### config.mk
export PLATFORM = sky130hd
export DESIGN_NAME = zone_stat
export DESIGN_NICKNAME = d
export VERILOG_FILES = /design/src/rtl/zone_stat.sv
export SDC_FILE = /design/constraint.sdc
export NUM_CORES = 1
export LEC_CHECK = 0
export BUFFER_PORTS_ARGS = -buffer_cell sky130_fd_sc_hd__buf_2
export CORE_ASPECT_RATIO = 0.75
export CORE_MARGIN = 2
export CORE_UTILIZATION = 30
export DETAILED_ROUTE_END_ITERATION = 7
export PLACE_DENSITY = 0.48
export SLEW_MARGIN = 20
export SYNTH_ARGS = -nofsm -noshare
export SYNTH_HDL_FRONTEND = slang
export SYNTH_SLANG_ARGS = --single-unit
export TNS_END_PERCENT = 20
### constraint.sdc
create_clock -name iODCK -period 8 [get_ports iODCK]
set_input_delay 1.6 -clock iODCK [delete_from_list [all_inputs] [get_ports iODCK]]
set_output_delay 1.6 -clock iODCK [all_outputs]
set_load 0.03 [all_outputs]
### src/rtl/zone_stat.sv
// Per-zone luminance statistic (max or mean) over a grid of zones; each completed
// zone row is snapshotted and emitted one zone per cycle.
module zone_stat #(
  parameter int PIX_W     = 8,
  parameter int ZONES_H   = 8,
  parameter int ZONES_V   = 4,
  parameter int ZONE_W    = 240,
  parameter int ZONE_H    = 270,
  parameter int AVG_SHIFT = 16
) (
  input  logic                                         iODCK,
  input  logic                                         iRST,
  input  logic                                         iV_Duty,
  input  logic                                         iH_Duty,
  input  logic [PIX_W-1:0]                             iPixelData,
  input  logic                                         iMode,
  output logic [PIX_W-1:0]                             oZoneData,
  output logic                                         oZoneValid,
  output logic [5:0]                                   oZoneCol,
  output logic [$clog2(ZONES_V > 1 ? ZONES_V : 2)-1:0] oZoneRow,
  output logic                                         oOverrun
);

  localparam int ACC_W  = PIX_W + AVG_SHIFT;
  localparam int ROW_W  = $clog2(ZONES_V > 1 ? ZONES_V : 2);
  localparam int COL_W  = $clog2(ZONES_H + 1);
  localparam int IN_W   = $clog2(ZONE_W + 1);
  localparam int LINE_W = $clog2(ZONE_H + 1);
  localparam int BIX_W  = $clog2(ZONES_H > 1 ? ZONES_H : 2);

  localparam logic [COL_W-1:0]  NCOLS     = COL_W'(ZONES_H);
  localparam logic [IN_W-1:0]   IN_LAST   = IN_W'(ZONE_W - 1);
  localparam logic [LINE_W-1:0] LINE_LAST = LINE_W'(ZONE_H - 1);
  localparam logic [ROW_W-1:0]  ROW_LAST  = ROW_W'(ZONES_V - 1);
  localparam logic [5:0]        EMIT_LAST = 6'(ZONES_H - 1);

  localparam logic [0:0] IDLE = 1'b0;
  localparam logic [0:0] EMIT = 1'b1;

  function automatic logic [ACC_W-1:0] accUpdate(input logic [ACC_W-1:0] acc,
                                                 input logic [PIX_W-1:0] pix,
                                                 input logic meanMode);
    logic [ACC_W-1:0] pixW;
    pixW = ACC_W'(pix);
    if (meanMode) return acc + pixW;
    return (pixW > acc) ? pixW : acc;
  endfunction

  function automatic logic [PIX_W-1:0] zoneValue(input logic [ACC_W-1:0] acc,
                                                 input logic meanMode);
    if (meanMode) return PIX_W'(acc >> AVG_SHIFT);
    return PIX_W'(acc);
  endfunction

  logic              hDuty_p0, vDuty_p0, frameOn, modeReg, rowsDone;
  logic [COL_W-1:0]  colCnt;
  logic [IN_W-1:0]   inCnt;
  logic [LINE_W-1:0] lineCnt;
  logic [ROW_W-1:0]  rowCnt;

  logic              vStart, active, modeEff, hRise, pixAccept, lineEnd, snapshot;
  logic [COL_W-1:0]  curCol;
  logic [IN_W-1:0]   curIn;

  logic [ACC_W-1:0]  acc_p0 [ZONES_H];
  logic [PIX_W-1:0]  bank_p1 [ZONES_H];
  logic [0:0]        emitState;
  logic [5:0]        emitCol;
  logic [ROW_W-1:0]  emitRow;
  logic              overrun;

  // The reset value of vDuty_p0 is high so that a frame already in progress at
  // reset release is skipped; processing starts at the next genuine iV_Duty rise.
  always_comb begin
    vStart    = iV_Duty & ~vDuty_p0;
    active    = iV_Duty & (frameOn | vStart) & ~rowsDone;
    modeEff   = vStart ? iMode : modeReg;
    hRise     = iH_Duty & ~hDuty_p0;
    curCol    = hRise ? '0 : colCnt;
    curIn     = hRise ? '0 : inCnt;
    pixAccept = active & iH_Duty & (curCol < NCOLS);
    lineEnd   = active & hDuty_p0 & ~iH_Duty;
    snapshot  = lineEnd & (lineCnt == LINE_LAST);
  end

  // Stage p0: line/zone bookkeeping
  always_ff @(posedge iODCK or negedge iRST) begin
    if (!iRST) begin
      hDuty_p0 <= 1'b0;
      vDuty_p0 <= 1'b1;
      frameOn  <= 1'b0;
      modeReg  <= 1'b0;
      rowsDone <= 1'b0;
      colCnt   <= '0;
      inCnt    <= '0;
      lineCnt  <= '0;
      rowCnt   <= '0;
    end else begin
      hDuty_p0 <= iH_Duty;
      vDuty_p0 <= iV_Duty;
      if (!iV_Duty) begin
        frameOn  <= 1'b0;
        rowsDone <= 1'b0;
        colCnt   <= '0;
        inCnt    <= '0;
        lineCnt  <= '0;
        rowCnt   <= '0;
      end else begin
        if (vStart) begin
          frameOn <= 1'b1;
          modeReg <= iMode;
        end
        if (iH_Duty) begin
          if (curIn == IN_LAST) begin
            inCnt  <= '0;
            colCnt <= (curCol != NCOLS) ? curCol + 1'b1 : curCol;
          end else begin
            inCnt  <= curIn + 1'b1;
            colCnt <= curCol;
          end
        end
        if (lineEnd) begin
          if (snapshot) begin
            lineCnt <= '0;
            if (rowCnt == ROW_LAST) rowsDone <= 1'b1;
            else                    rowCnt   <= rowCnt + 1'b1;
          end else begin
            lineCnt <= lineCnt + 1'b1;
          end
        end
      end
    end
  end

  always_ff @(posedge iODCK or negedge iRST) begin
    if (!iRST) begin
      for (int c = 0; c < ZONES_H; c++) acc_p0[c] <= '0;
    end else begin
      for (int c = 0; c < ZONES_H; c++) begin
        if (!iV_Duty || snapshot)
          acc_p0[c] <= '0;
        else if (pixAccept && (curCol == COL_W'(c)))
          acc_p0[c] <= accUpdate(acc_p0[c], iPixelData, modeEff);
      end
    end
  end

  // Stage p1: output bank and emission FSM
  always_ff @(posedge iODCK or negedge iRST) begin
    if (!iRST) begin
      for (int c = 0; c < ZONES_H; c++) bank_p1[c] <= '0;
      emitState <= IDLE;
      emitCol   <= '0;
      emitRow   <= '0;
      overrun   <= 1'b0;
    end else if (snapshot) begin
      for (int c = 0; c < ZONES_H; c++) bank_p1[c] <= zoneValue(acc_p0[c], modeEff);
      if (emitState == EMIT) overrun <= 1'b1;
      emitState <= EMIT;
      emitCol   <= '0;
      emitRow   <= rowCnt;
    end else if (emitState == EMIT) begin
      if (emitCol == EMIT_LAST) emitState <= IDLE;
      else                      emitCol   <= emitCol + 1'b1;
    end
  end

  // emitCol parks on the last column, so data and column hold between rows.
  assign oZoneValid = (emitState == EMIT);
  assign oZoneCol   = emitCol;
  assign oZoneRow   = emitRow;
  assign oZoneData  = bank_p1[emitCol[BIX_W-1:0]];
  assign oOverrun   = overrun;

endmodule
==> impl_metrics.toml <==
[status]
outcome = "completed"

[logic_synthesis]
synth_top_family_by_area = "compound AO/OA/AOI/OAI gates"
synth_compound_area_frac = 0.219
synth.mux.area_fraction = 0.0276
netlist-cell-type-count = 85
avgSynthCellArea_um2 = 8.40
synth-main-ff-cell = "dfrtp_1"
ys_async_sr_fraction = 1.00
synth-xor-area-share = 0.0177
yosys.area_share.adder = 0.0947
synth-simple-area-share = 0.217
synth.cell_area_um2 = 19800
ys_ff_latch = 294
synth-seq-area-share = 0.372
synth_edf_count = 0
synth_cells = 2358
ys_warn_count = 0
synth_nets = 2516

[clock_tree]
ctsResizeCount = 0
cts_buffer_depth = 3
clk_pin_slew_ns = 0.06
clock_latency_ns = 0.56
post_cts_buffers = 0
cts_tree = "built"
root_buffer = "clkbuf_16"
cts_buffers = 37
htreeDepth = 2
cts_hold_buf = 0
cts_sinks = 294

[floorplanning]
die_h_um = 226
die-area_um2 = 68100
rows = 81
die_width_um = 301
initial_core_util = 0.303
core_um2 = 65300
io_pins = 31

[timing]
fin_skew_ns = 0.0259
grt_setup_unrepaired = "false"
hold_viol = 0
worst_pin_slew_ns = 1.18
fmax_ghz = 0.208
finalSetupTns_ns = 0
slew_viol_final = 0
whs_ns = 0.455
slew-limit-headroom = 0.214
min_period_ns = 4.81
fin_crit_sh = 0.601
setup_viol = 0

[route]
ant_nets = 0
drt_iter0_drc = 1652
drc = 0
vias = 17954
firstDrtPassIters = 5
drt_wl_total_um = 66300
routedWlPerCell_um = 20.6
viasPerCell = 5.57

[pwr]
ir_drop_mv = 0.139
power.total_w = 0.00426
p_per_area_nw_per_um2 = 194
p_leak_nw = 9.38

[worst_setup_path]
crit_buf_inv = 4
cp-start-kind = "input pin"
cp_top_family = "buffers and inverters"
crit_type = "in -> reg"
r2r-start = "vDuty_p0$_DFF_PN1_"
path_max_fanout = 64
slowest_stage = "buf_4"
r2r-end = "acc_p0[54]$_DFFE_PN0P_"
max_stage_delay_ns = 0.73
crit_end = "acc_p0[54]$_DFFE_PN0P_"
path_cells = "buf_2, inv_2, nor2_2, mux2i_4, inv_4, buf_4, nand2_1, and3_1, a211o_1, o21ai_0"
endpoint_kind = "register"
crit_cells = 10
reg2reg_slack_ns = 4.26
cp.required_ns = 8.45
critPathArrivalTime_ns = 5.26
worstRegToRegCells = 8
crit_path_start = "iV_Duty"

[cells_and_area]
nFillCells = 6770
areaGrowthSynthToFinish_pct = 11.2
utilization = 0.337
finalInstanceArea_um2 = 22000
fin_nets = 2479
layout-drive-gt1-share = 0.0762

[placed_design]
dpl.hpwl_um = 45300
portBuffers = 30
placed_area_um2 = 20700
gp_congestion = 0.893

[global_routing]
first_global_vias = 17018
grt_antenna_before_repair = 3
grt_pass1_wl_um = 103000
overflow = 0
grt_max_degree = 136
grt_use_total = 0.195

[hold_path]
hold_class = "reg -> reg"

[run]
maxCapViolations = 0
[worst register-to-register path: stages, from the launching register on]
cell	delay [ns]
dfstp_2	0.57
nor2_2	0.06
mux2i_4	0.22
inv_4	0.50
buf_4	0.83
nand2_1	0.56
and3_1	0.50
a211o_1	0.32
o21ai_0	0.08
[cell usage in the layout, fill, tap and decap left out, drive strengths merged, types with 7 or more instances in the layout]
master  count
a31oi     129
o31ai      47
dfrtp     293
xnor2      26
o21a       10
or3        23
nor2      219
a211o      18
a221oi      7
o21bai     13
nand4      53
ha        137
inv       125
nand2b     38
and3       34
nand2     284
o41ai       7
o21ai     217
buf        52
nor2b      27
and2       15
nor4       38
or4        11
o311ai     11
and4        9
a41oi       9
a211oi     24
a21oi     150
fa          8
mux2       10
clkbuf     55
nand4b      7
nor3b       7
mux4       16
a21o       16
nor3       34
xor2       14
or2        12
o211ai     20
nand3      66
[power by group]
| group | switching, W | internal [W] |
|---|---|---|
| clock network | 0.000713 | 0.00111 |
| registers | 0.0000639 | 0.00154 |
| logic | 0.000551 | 0.000285 |
| total | 0.00133 | 0.00294 |
[kinds of logic (layout without fill, tap and decap cells)]
logic type	after synthesis	in the layout
multiplexers	32	32
AO/OA/AOI/OAI	707	707
other	0	1
buffers and inverters	252	243
flip-flops	294	294
AND/OR/NAND/NOR	888	888
XOR/XNOR	40	40
adder cells (fa/ha/maj)	145	145
[flip-flops by register name, summed over array words and instances, names as in the netlist]
name / count
bank_p1: 64
rowCnt: 2
acc_p0: 192
oOverrun: 1
oZoneCol: 6
lineCnt: 9
oZoneValid: 1
modeReg: 1
oZoneRow: 2
inCnt: 8
frameOn: 1
rowsDone: 1
colCnt: 4
vDuty_p0: 1
hDuty_p0: 1
[metal layers]
layer | global-route usage | part of all wire
met5 | 0 | 0
met4 | 0.0628 | 0.027
met3 | 0.0366 | 0.069
met2 | 0.269 | 0.40
met1 | 0.301 | 0.50
[cell type report]
class / instances / area, um2 / area share
Tap cell: 871 / 1090 / 0.0495
Inverter: 124 / 468 / 0.0213
Sequential cell: 294 / 7360 / 0.334
Timing Repair Buffer: 52 / 338 / 0.0153
Clock buffer: 55 / 1140 / 0.0516
Clock inverter: 12 / 169 / 0.00767
Multi-Input combinational cell: 1812 / 11500 / 0.520
Antenna cell: 1 / 2.50 / 0.000114
[how the worst min path moves through the flow]
stage               slack [ns]  cells past startpoint                      end               startpoint
global route              0.47                      1     oOverrun$_DFFE_PN0P_     oOverrun$_DFFE_PN0P_
global placement          0.43                      1     oOverrun$_DFFE_PN0P_     oOverrun$_DFFE_PN0P_
CTS                       0.46                      1     oOverrun$_DFFE_PN0P_     oOverrun$_DFFE_PN0P_
floorplan                 0.44                      2  bank_p1[13]$_DFFE_PN0P_  bank_p1[13]$_DFFE_PN0P_
detailed placement        0.44                      1     oOverrun$_DFFE_PN0P_     oOverrun$_DFFE_PN0P_
finish                    0.45                      1     oOverrun$_DFFE_PN0P_     oOverrun$_DFFE_PN0P_
[cell usage after synthesis (all sizes together), types with 8 or more instances]
library cell / count / area share
nor2: 219 / 0.042
nor3: 34 / 0.0086
xor2: 14 / 0.0062
o21ai: 217 / 0.055
o311ai: 11 / 0.0049
and3: 34 / 0.011
nor4: 38 / 0.013
xnor2: 26 / 0.012
a41oi: 9 / 0.0040
or3: 23 / 0.0073
o21bai: 13 / 0.0049
dfrtp: 293 / 0.37
ha: 137 / 0.087
a211oi: 24 / 0.0096
a211o: 18 / 0.0080
nand4: 53 / 0.017
clkbuf: 78 / 0.015
mux4: 16 / 0.018
o211ai: 20 / 0.0076
o31ai: 47 / 0.018
fa: 8 / 0.0081
or4: 11 / 0.0042
or2: 12 / 0.0038
inv: 124 / 0.024
a31oi: 129 / 0.041
nand3: 66 / 0.017
mux2: 10 / 0.0057
a21oi: 150 / 0.038
and4: 9 / 0.0040
buf: 50 / 0.014
nand2: 284 / 0.054
nand2b: 38 / 0.012
o21a: 10 / 0.0038
a21o: 16 / 0.0061
nor2b: 27 / 0.0085
and2: 15 / 0.0049
[metrics by stage]
| step | std cells | setup WS, ns |
|---|---|---|
| 2_1_floorplan | 2358 | 4.16 |
| 6_report | 3221 | 3.19 |
| 3_5_place_dp | 3153 | 2.65 |
| 4_1_cts | 3220 | 3.23 |
| 5_1_grt | 3221 | 2.96 |
| 3_3_place_gp | 3153 | 2.75 |
Note: power is estimated with default switching activity, not from simulation.
